--- config.mk ---
export PLATFORM = sky130hd
export DESIGN_NAME = adres_pe_param
export DESIGN_NICKNAME = d
export VERILOG_FILES = /design/src/rtl/adres_pe_param.sv
export SDC_FILE = /design/constraint.sdc
export NUM_CORES = 2
export LEC_CHECK = 0
export CAP_MARGIN = 5
export CORE_AREA = 2 2 252 278
export CTS_BUF_LIST = sky130_fd_sc_hd__clkbuf_4 sky130_fd_sc_hd__clkbuf_8 sky130_fd_sc_hd__clkbuf_16
export DETAILED_ROUTE_END_ITERATION = 10
export DIE_AREA = 0 0 254 280
export PLACE_DENSITY = 0.75
export SYNTH_ARGS = -nofsm -noshare
export SYNTH_HDL_FRONTEND = slang
export SYNTH_SLANG_ARGS = --single-unit
--- constraint.sdc ---
create_clock -name CGRA_Clock -period 22.5 [get_ports CGRA_Clock]
set_clock_uncertainty 0.1 [all_clocks]
set_input_delay 4.5 -clock CGRA_Clock [delete_from_list [all_inputs] [get_ports CGRA_Clock]]
set_output_delay 4.5 -clock CGRA_Clock [all_outputs]
set_load 0.01 [all_outputs]
--- src/rtl/adres_pe_param.sv ---
// rtl/adres_pe_param.sv - ADRES-style CGRA processing element with serial configuration chain
//
// Purpose: one PE of a coarse-grained array. A serial scan chain (cfg) holds the
// opcode, operand selects, output select, register-file controls and a constant.
// Operands come from neighbour inputs, the constant or the local register file.
// The ALU result is registered in alu_reg and optionally written into the RF.
//
// Ports:
//   CGRA_Clock     in   clock for datapath and configuration chain
//   CGRA_Reset     in   asynchronous active-high reset
//   Config_Enable  in   1 = shift cfg this cycle, datapath frozen
//   ConfigIn       in   serial configuration bit in
//   ConfigOut      out  serial configuration bit out (cfg MSB)
//   in_flat        in   NUM_IN neighbour operands, inK = in_flat[K*WIDTH +: WIDTH]
//   out            out  alu_reg or rf[rf_raddr], chosen by out_sel
//   out_valid      out  1 once alu_reg holds a computed result
module adres_pe_param #(
  parameter int WIDTH    = 32,
  parameter int NUM_IN   = 8,
  parameter int RF_DEPTH = 4
) (
  input  logic                    CGRA_Clock,
  input  logic                    CGRA_Reset,
  input  logic                    Config_Enable,
  input  logic                    ConfigIn,
  output logic                    ConfigOut,
  input  logic [NUM_IN*WIDTH-1:0] in_flat,
  output logic [WIDTH-1:0]        out,
  output logic                    out_valid
);

  localparam int SA       = $clog2(NUM_IN + 2);
  localparam int SB       = $clog2(NUM_IN + 1);
  localparam int RA       = $clog2(RF_DEPTH);
  localparam int SH       = $clog2(WIDTH);
  localparam int CFG_BITS = 3 + SA + SB + 1 + 1 + 2 * RA + WIDTH;

  // Field LSB positions inside cfg; const occupies the bottom WIDTH bits.
  localparam int P_RADDR = WIDTH;
  localparam int P_WADDR = P_RADDR + RA;
  localparam int P_WE    = P_WADDR + RA;
  localparam int P_OSEL  = P_WE + 1;
  localparam int P_SELB  = P_OSEL + 1;
  localparam int P_SELA  = P_SELB + SB;
  localparam int P_OP    = P_SELA + SA;

  logic [CFG_BITS-1:0] cfg_q, cfg_d;
  logic [WIDTH-1:0]    alu_q, alu_d;
  logic                valid_q, valid_d;
  logic [WIDTH-1:0]    rf_q [RF_DEPTH];

  logic [2:0]       op;
  logic [SA-1:0]    sel_a;
  logic [SB-1:0]    sel_b;
  logic             out_sel;
  logic             rf_we;
  logic [RA-1:0]    rf_waddr;
  logic [RA-1:0]    rf_raddr;
  logic [WIDTH-1:0] cfg_const;

  assign op        = cfg_q[P_OP +: 3];
  assign sel_a     = cfg_q[P_SELA +: SA];
  assign sel_b     = cfg_q[P_SELB +: SB];
  assign out_sel   = cfg_q[P_OSEL];
  assign rf_we     = cfg_q[P_WE];
  assign rf_waddr  = cfg_q[P_WADDR +: RA];
  assign rf_raddr  = cfg_q[P_RADDR +: RA];
  assign cfg_const = cfg_q[WIDTH-1:0];

  logic [WIDTH-1:0] rf_rdata;
  logic [WIDTH-1:0] opa, opb, alu_res;
  logic             rf_wr;

  // Read sees the pre-write contents; a same-cycle write lands at the clock edge.
  assign rf_rdata = rf_q[rf_raddr];

  always_comb begin
    opa = '0;
    for (int k = 0; k < NUM_IN; k++) begin
      if (sel_a == SA'(k)) opa = in_flat[k*WIDTH +: WIDTH];
    end
    if (sel_a == SA'(NUM_IN))     opa = cfg_const;
    if (sel_a == SA'(NUM_IN + 1)) opa = rf_rdata;
  end

  always_comb begin
    opb = '0;
    for (int k = 0; k < NUM_IN; k++) begin
      if (sel_b == SB'(k)) opb = in_flat[k*WIDTH +: WIDTH];
    end
    if (sel_b == SB'(NUM_IN)) opb = cfg_const;
  end

  // Shift amounts use only the low log2(WIDTH) bits of B.
  always_comb begin
    alu_res = '0;
    case (op)
      3'd0:    alu_res = opa + opb;
      3'd1:    alu_res = opa - opb;
      3'd2:    alu_res = opa * opb;
      3'd3:    alu_res = opa & opb;
      3'd4:    alu_res = opa | opb;
      3'd5:    alu_res = opa ^ opb;
      3'd6:    alu_res = opa << opb[SH-1:0];
      default: alu_res = opa >> opb[SH-1:0];
    endcase
  end

  always_comb begin
    cfg_d   = cfg_q;
    alu_d   = alu_q;
    valid_d = valid_q;
    rf_wr   = 1'b0;
    if (Config_Enable) begin
      cfg_d = {cfg_q[CFG_BITS-2:0], ConfigIn};
    end else begin
      alu_d   = alu_res;
      valid_d = 1'b1;
      rf_wr   = rf_we;
    end
  end

  always_ff @(posedge CGRA_Clock or posedge CGRA_Reset) begin
    if (CGRA_Reset) begin
      cfg_q   <= '0;
      alu_q   <= '0;
      valid_q <= 1'b0;
      for (int k = 0; k < RF_DEPTH; k++) rf_q[k] <= '0;
    end else begin
      cfg_q   <= cfg_d;
      alu_q   <= alu_d;
      valid_q <= valid_d;
      if (rf_wr) rf_q[rf_waddr] <= alu_res;
    end
  end

  assign out       = out_sel ? rf_rdata : alu_q;
  assign out_valid = valid_q;
  assign ConfigOut = cfg_q[CFG_BITS-1];

endmodule

## Word-level counts from Yosys, hierarchy flattened

Index checks and enable logic that the tools add are counted.

- $add $sub $neg: 2
- $mul: 1
- $lt $le $gt $ge: 3
- Eq/ne operators: 23
- Shift operators: 2
- Multiplexer cells: 28
- Bitwise operators: 5
- Reductions and logical operators: 4

Operators with widths:

| cell | number |
|---|---|
| two-way mux 32 bit | 23 |
| one-hot mux 32 bit (7 select lines) | 1 |
| bitwise mux 128 bit | 1 |
| binary-select mux 32 bit (select 2 bit) | 1 |
| demux 32 bit (select 2 bit) | 1 |
| adder 32 bit | 1 |
| bitwise AND 32 bit | 1 |
| == test 4 x 3 -> 1 bit, second input constant | 8 |
| multiplier 32 x 32 -> 32 bit | 1 |
| OR 32 bit | 1 |
| left shift 32 x 5 -> 32 bit | 1 |
| right shift 32 x 5 -> 32 bit | 1 |
| subtractor 32 bit | 1 |
| bitwise XOR 32 bit | 1 |
| == test 4 x 2 -> 1 bit, second input constant | 4 |
| == test 4 bit, second input constant | 3 |
| == test 3 bit, second input constant | 3 |
| == test 4 x 1 -> 1 bit, second input constant | 2 |
| zero test 4 bit | 2 |
| == test 3 x 2 -> 1 bit, second input constant | 2 |
| greater-or-equal comparator 3 bit, second input constant | 2 |
| NOT 2 -> 3 bit | 2 |
| == test 3 x 1 -> 1 bit, second input constant | 1 |
| zero test 3 bit | 1 |
| other kinds (3) | 3 |

- Register bits: 210
- Input bits: 260
- Output and inout port bits: 34
- Logic and storage cells: 75

## Depth between registers and ports, before layout

- Depth in word-level cells: 14
- Mapped depth: 42
- Gate-level depth less buffers: 34

## Least setup slack after synthesis

No wires, ideal clock.

- Path kind: input-to-reg
- Start point: in in_flat[34]
- End point: reg alu_q[31]
- Data arrival time: 12.871 ns
- Slack: 9.395 ns
- Stages: 35
- Buffers on the path: 6
- Cell sequence: nor2b_1 > o21ai_1 > o32a_1 > or2_2 > and2_1 > clkbuf_1 > clkbuf_1 > buf_1 > clkbuf_1 > clkbuf_1 > buf_1 > nor2_1 > fa_1 > inv_1 > fa_1 > fa_1 > fa_1 > inv_1 > fa_1 > inv_1 > fa_1 > inv_1 > fa_1 > fa_1 > ha_1 > a21o_1 > a21oi_1 > o221ai_1 > a21oi_1 > a22oi_1 > a41o_1 > a21oi_1 > xor2_1 > a221oi_2 > a21oi_1

- Word-level cells in the longest chain between the ends: 11
- Elaborated cells on any way between the ends: 23

Ends and longest elaborated chain:

| element | line | RTL |
|---|---|---|
| start: declaration | 27 | `input logic [NUM_IN*WIDTH-1:0] in_flat,` |
| two-way mux 32 bit (7 in series) | 80 | `if (sel_a == SA'(k)) opa = in_flat[k*WIDTH +: WIDTH];` |
| two-way mux 32 bit | 82 | `if (sel_a == SA'(NUM_IN)) opa = cfg_const;` |
| two-way mux 32 bit | 83 | `if (sel_a == SA'(NUM_IN + 1)) opa = rf_rdata;` |
| multiplier 32 x 32 -> 32 bit (tied with other cells) | 100 | `3'd2: alu_res = opa * opb;` |
| one-hot mux 32 bit (7 select lines) * | 97 | `case (op)` |
| end signal: assignment | 131 | `alu_q <= alu_d;` |
| end: declaration | 48 | `logic [WIDTH-1:0] alu_q, alu_d;` |

Mark *: on every way between the ends. The rest lies on a longest branch, timed or not.
A chain may end at the register's enable or synchronous reset.

## Worst setup path after layout

- Start point: in in_flat[72]
- End point: reg alu_q[30]

- Word-level cells in the longest chain between the ends: 10
- Elaborated cells on any way between the ends: 21

Ends and longest elaborated chain:

| element | line |
|---|---|
| two-way mux 32 bit (6 in series) | 80 |
| two-way mux 32 bit | 82 |
| two-way mux 32 bit | 83 |
| multiplier 32 x 32 -> 32 bit (tied with other cells) | 100 |
| one-hot mux 32 bit (7 select lines) * | 97 |

Marks and branches as above.

==> metrics.md <==
| Metric | Value |
|---|---|
| Number of synthesized flops with an enable pin | `0` |
| Fillers | `6180` |
| Startpoint Class | `primary input` |
| Cell Area, Placed | `40600 µm²` |
| Rows | `101` |
| Initial antenna violation count | `7` |
| Worst slew margin | `14.2%` |
| Tmin final | `14.37 ns` |
| Crit-path slowest cell | `clkinv_1` |
| Layout cells sized above 1 | `8.58%` |
| Via count | `36874` |
| WL final | `173 mm` |
| Mapped Area | `37200 µm²` |
| Top-area cell type share of the netlist area | `22.0%` |
| Setup violators final | `0` |
| Via density per instance | `6.70` |
| Die area | `71100 µm²` |
| Cts bufs inserted | `21` |
| Global-route wire length before repair | `249 mm` |
| Hold Crit Class | `flop to flop` |
| First-pass DRT Iterations | `11` |
| Syn nets | `5343` |
| Fin. max-slew vios | `0` |
| Number of global-route vias before repair | `36353` |
| Status | `completed` |
| Synth top cells by count | `599 x nor2_1, 461 x nand2_1, 458 x inv_1, 409 x fa_1, 269 x a21oi_1` |
| WHS | `0.372 ns` |
| Number of hold buffers added after CTS | `0` |
| IO buf count | `293` |
| Seq/Total Area, Yosys | `14.1%` |
| Slew @ Worst Pin | `1.29 ns` |
| Total Routing Usage GR | `48.3%` |
| Wirelength per Cell | `31.4 µm` |
| GRT overflow | `0` |
| Post-Syn Instances | `4454` |
| CTS root buffer | `clkbuf_16` |
| Main flop type after synthesis | `dfrtp_1` |
| Slack of the worst reg-to-reg path | `10.71 ns` |
| H-tree depth | `1` |
| Syn_area_per_cell | `8.36 µm²` |
| Maxcap violations | `0` |
| Reg-to-reg startpoint | `cfg_q[43]` |
| DP Wirelength | `131 mm` |
| Final #Nets | `5444` |
| FF-to-FF End | `rf_q[123]` |
| Die Height | `280 µm` |
| Worst path most repeated cell | `fa_1` |
| Final Hold Fails | `0` |
| CTS max path bufs | `3` |
| Register area | `5280 µm²` |
| Global placement routability congestion | `1.08` |
| Min-delay src | `out_valid` |
| Top-level port count | `294` |
| Reg2Reg Depth | `31` |
| CORE AREA | `68500 µm²` |
| FF+latch count, synth | `210` |
| Largest net degree at the start of global routing | `133` |
| Yosys cell types | `125` |
| Setup bufs post-CTS | `0` |
| Remaining DRCs | `0` |
| CTS clock-pin slew for the worst setup and hold paths | `0.06 ns` |
| Fmax | `69.6 MHz` |
| Synth area leader | `fa_1` |
| Clk sinks | `210` |
| Initial Utilization | `54.4%` |
| Period utilization | `63.8%` |
| Hold EP | `out_valid` |
| Post-DRT Antenna Nets | `0` |
| Leading post-synthesis cells by cell area | `fa_1 22%, dfrtp_1 14%, ha_1 7.4%` |
| Ys async rst share | `100%` |
| Delay of the slowest critical-path stage | `0.89 ns` |
| RSZ-0062 raised after global routing | `no` |
| Die X | `254 µm` |
| Crit Path Class | `primary input to flop` |
| Worst path required time | `22.77 ns` |
| Area of the multi-input gates | `28600 µm²` |
| Final core utilization | `60.2%` |
| Critical Path AT | `14.64 ns` |
| Final instance area | `41300 µm²` |
| Clk_lat worst skew | `0.52 ns` |
| Hold path depth | `1` |
| TritonCTS clock tree | `built` |
| Drt first-iter violations | `5055` |
| PostCTS Resize Cnt | `0` |
| Syn-to-layout area delta | `10.8%` |
| Most frequent cell after synthesis | `nor2_1` |
| Setup TNS | `0 ns` |
| Crit-path max FO | `19` |
| Syn. warnings | `0` |
| Crit end category | `flop` |
[layout make-up]
cell class              count  area share (%)
clock buffers              28            1.43
clock inverters            10           0.149
repair buffers            399            9.03
flip-flops and latches    210            12.8
well taps                 927            2.81
inverters                 484            4.44
multi-input cells        3439            69.3
diodes                      8          0.0485
[layer usage]
layer  vias up  GRT usage, %  routed length [µm]
met4         0          33.4               15200
li1      15312             -                   -
met1     17852          62.9               64200
met2      2908          68.8               71000
met3       802          14.4               22700
met5         -             0                   0
[worst max-delay path, delay by kind of cell]
kind | cells | cell delay (ns)
adder cells (fa/ha/maj) | 9 | 3.69
buffers and inverters | 5 | 1.86
AND/OR/NAND/NOR | 6 | 2.04
multiplexers | 2 | 0.62
AO/OA/AOI/OAI | 8 | 1.90
[registers in the layout (all words and copies together) (netlist names)]
name,cells
alu_q,32
cfg_q,49
rf_q,128
out_valid,1
[worst max path at each step]
stage	depth (start not counted)	startpoint	slack [ns]	to
5_1_grt	30	in_flat[72]	7.79	alu_q[30]
3_3_place_gp	30	in_flat[104]	7.98	alu_q[30]
4_1_cts	30	in_flat[104]	8.33	alu_q[30]
3_5_place_dp	30	in_flat[104]	7.80	alu_q[30]
2_1_floorplan	35	in_flat[34]	9.39	alu_q[31]
6_report	30	in_flat[72]	8.13	alu_q[30]
[stage by stage]
step	cells	setup WS [ns]
floorplan	4454	9.39
global placement	5459	7.98
detailed placement	5459	7.80
CTS	5497	8.33
global route	5502	7.79
finish	5505	8.13
[cells in the final DEF, fill, tap and decap left out, types with 28 or more instances in the layout]
| cell type | n |
|---|---|
| nor2_1 | 599 |
| nand2_1 | 461 |
| inv_1 | 457 |
| fa_1 | 409 |
| clkdlybuf4s50_1 | 292 |
| a21oi_1 | 268 |
| o21ai_0 | 248 |
| ha_1 | 220 |
| dfrtp_1 | 201 |
| xnor2_1 | 107 |
| buf_4 | 107 |
| mux2i_1 | 106 |
| mux2_2 | 79 |
| a21o_1 | 56 |
| mux4_2 | 56 |
| a22oi_1 | 49 |
| o22ai_1 | 49 |
| nand3_1 | 47 |
| nand2b_1 | 44 |
| nor2b_1 | 35 |
| a211oi_1 | 31 |
| o211ai_1 | 30 |
| nor3_1 | 28 |
[logic make-up after synthesis]
logic type,after synthesis,synth area share (%)
multiplexers,244,8.73
buffers and inverters,805,9.27
AO/OA/AOI/OAI,1052,18.7
adder cells (fa/ha/maj),629,29.4
XOR/XNOR,136,3.29
flip-flops,210,14.1
AND/OR/NAND/NOR,1378,16.5
Power is left out: the tool's default activity adds up to more than one toggle a clock period on the data nets, which glitch-free logic cannot reach.
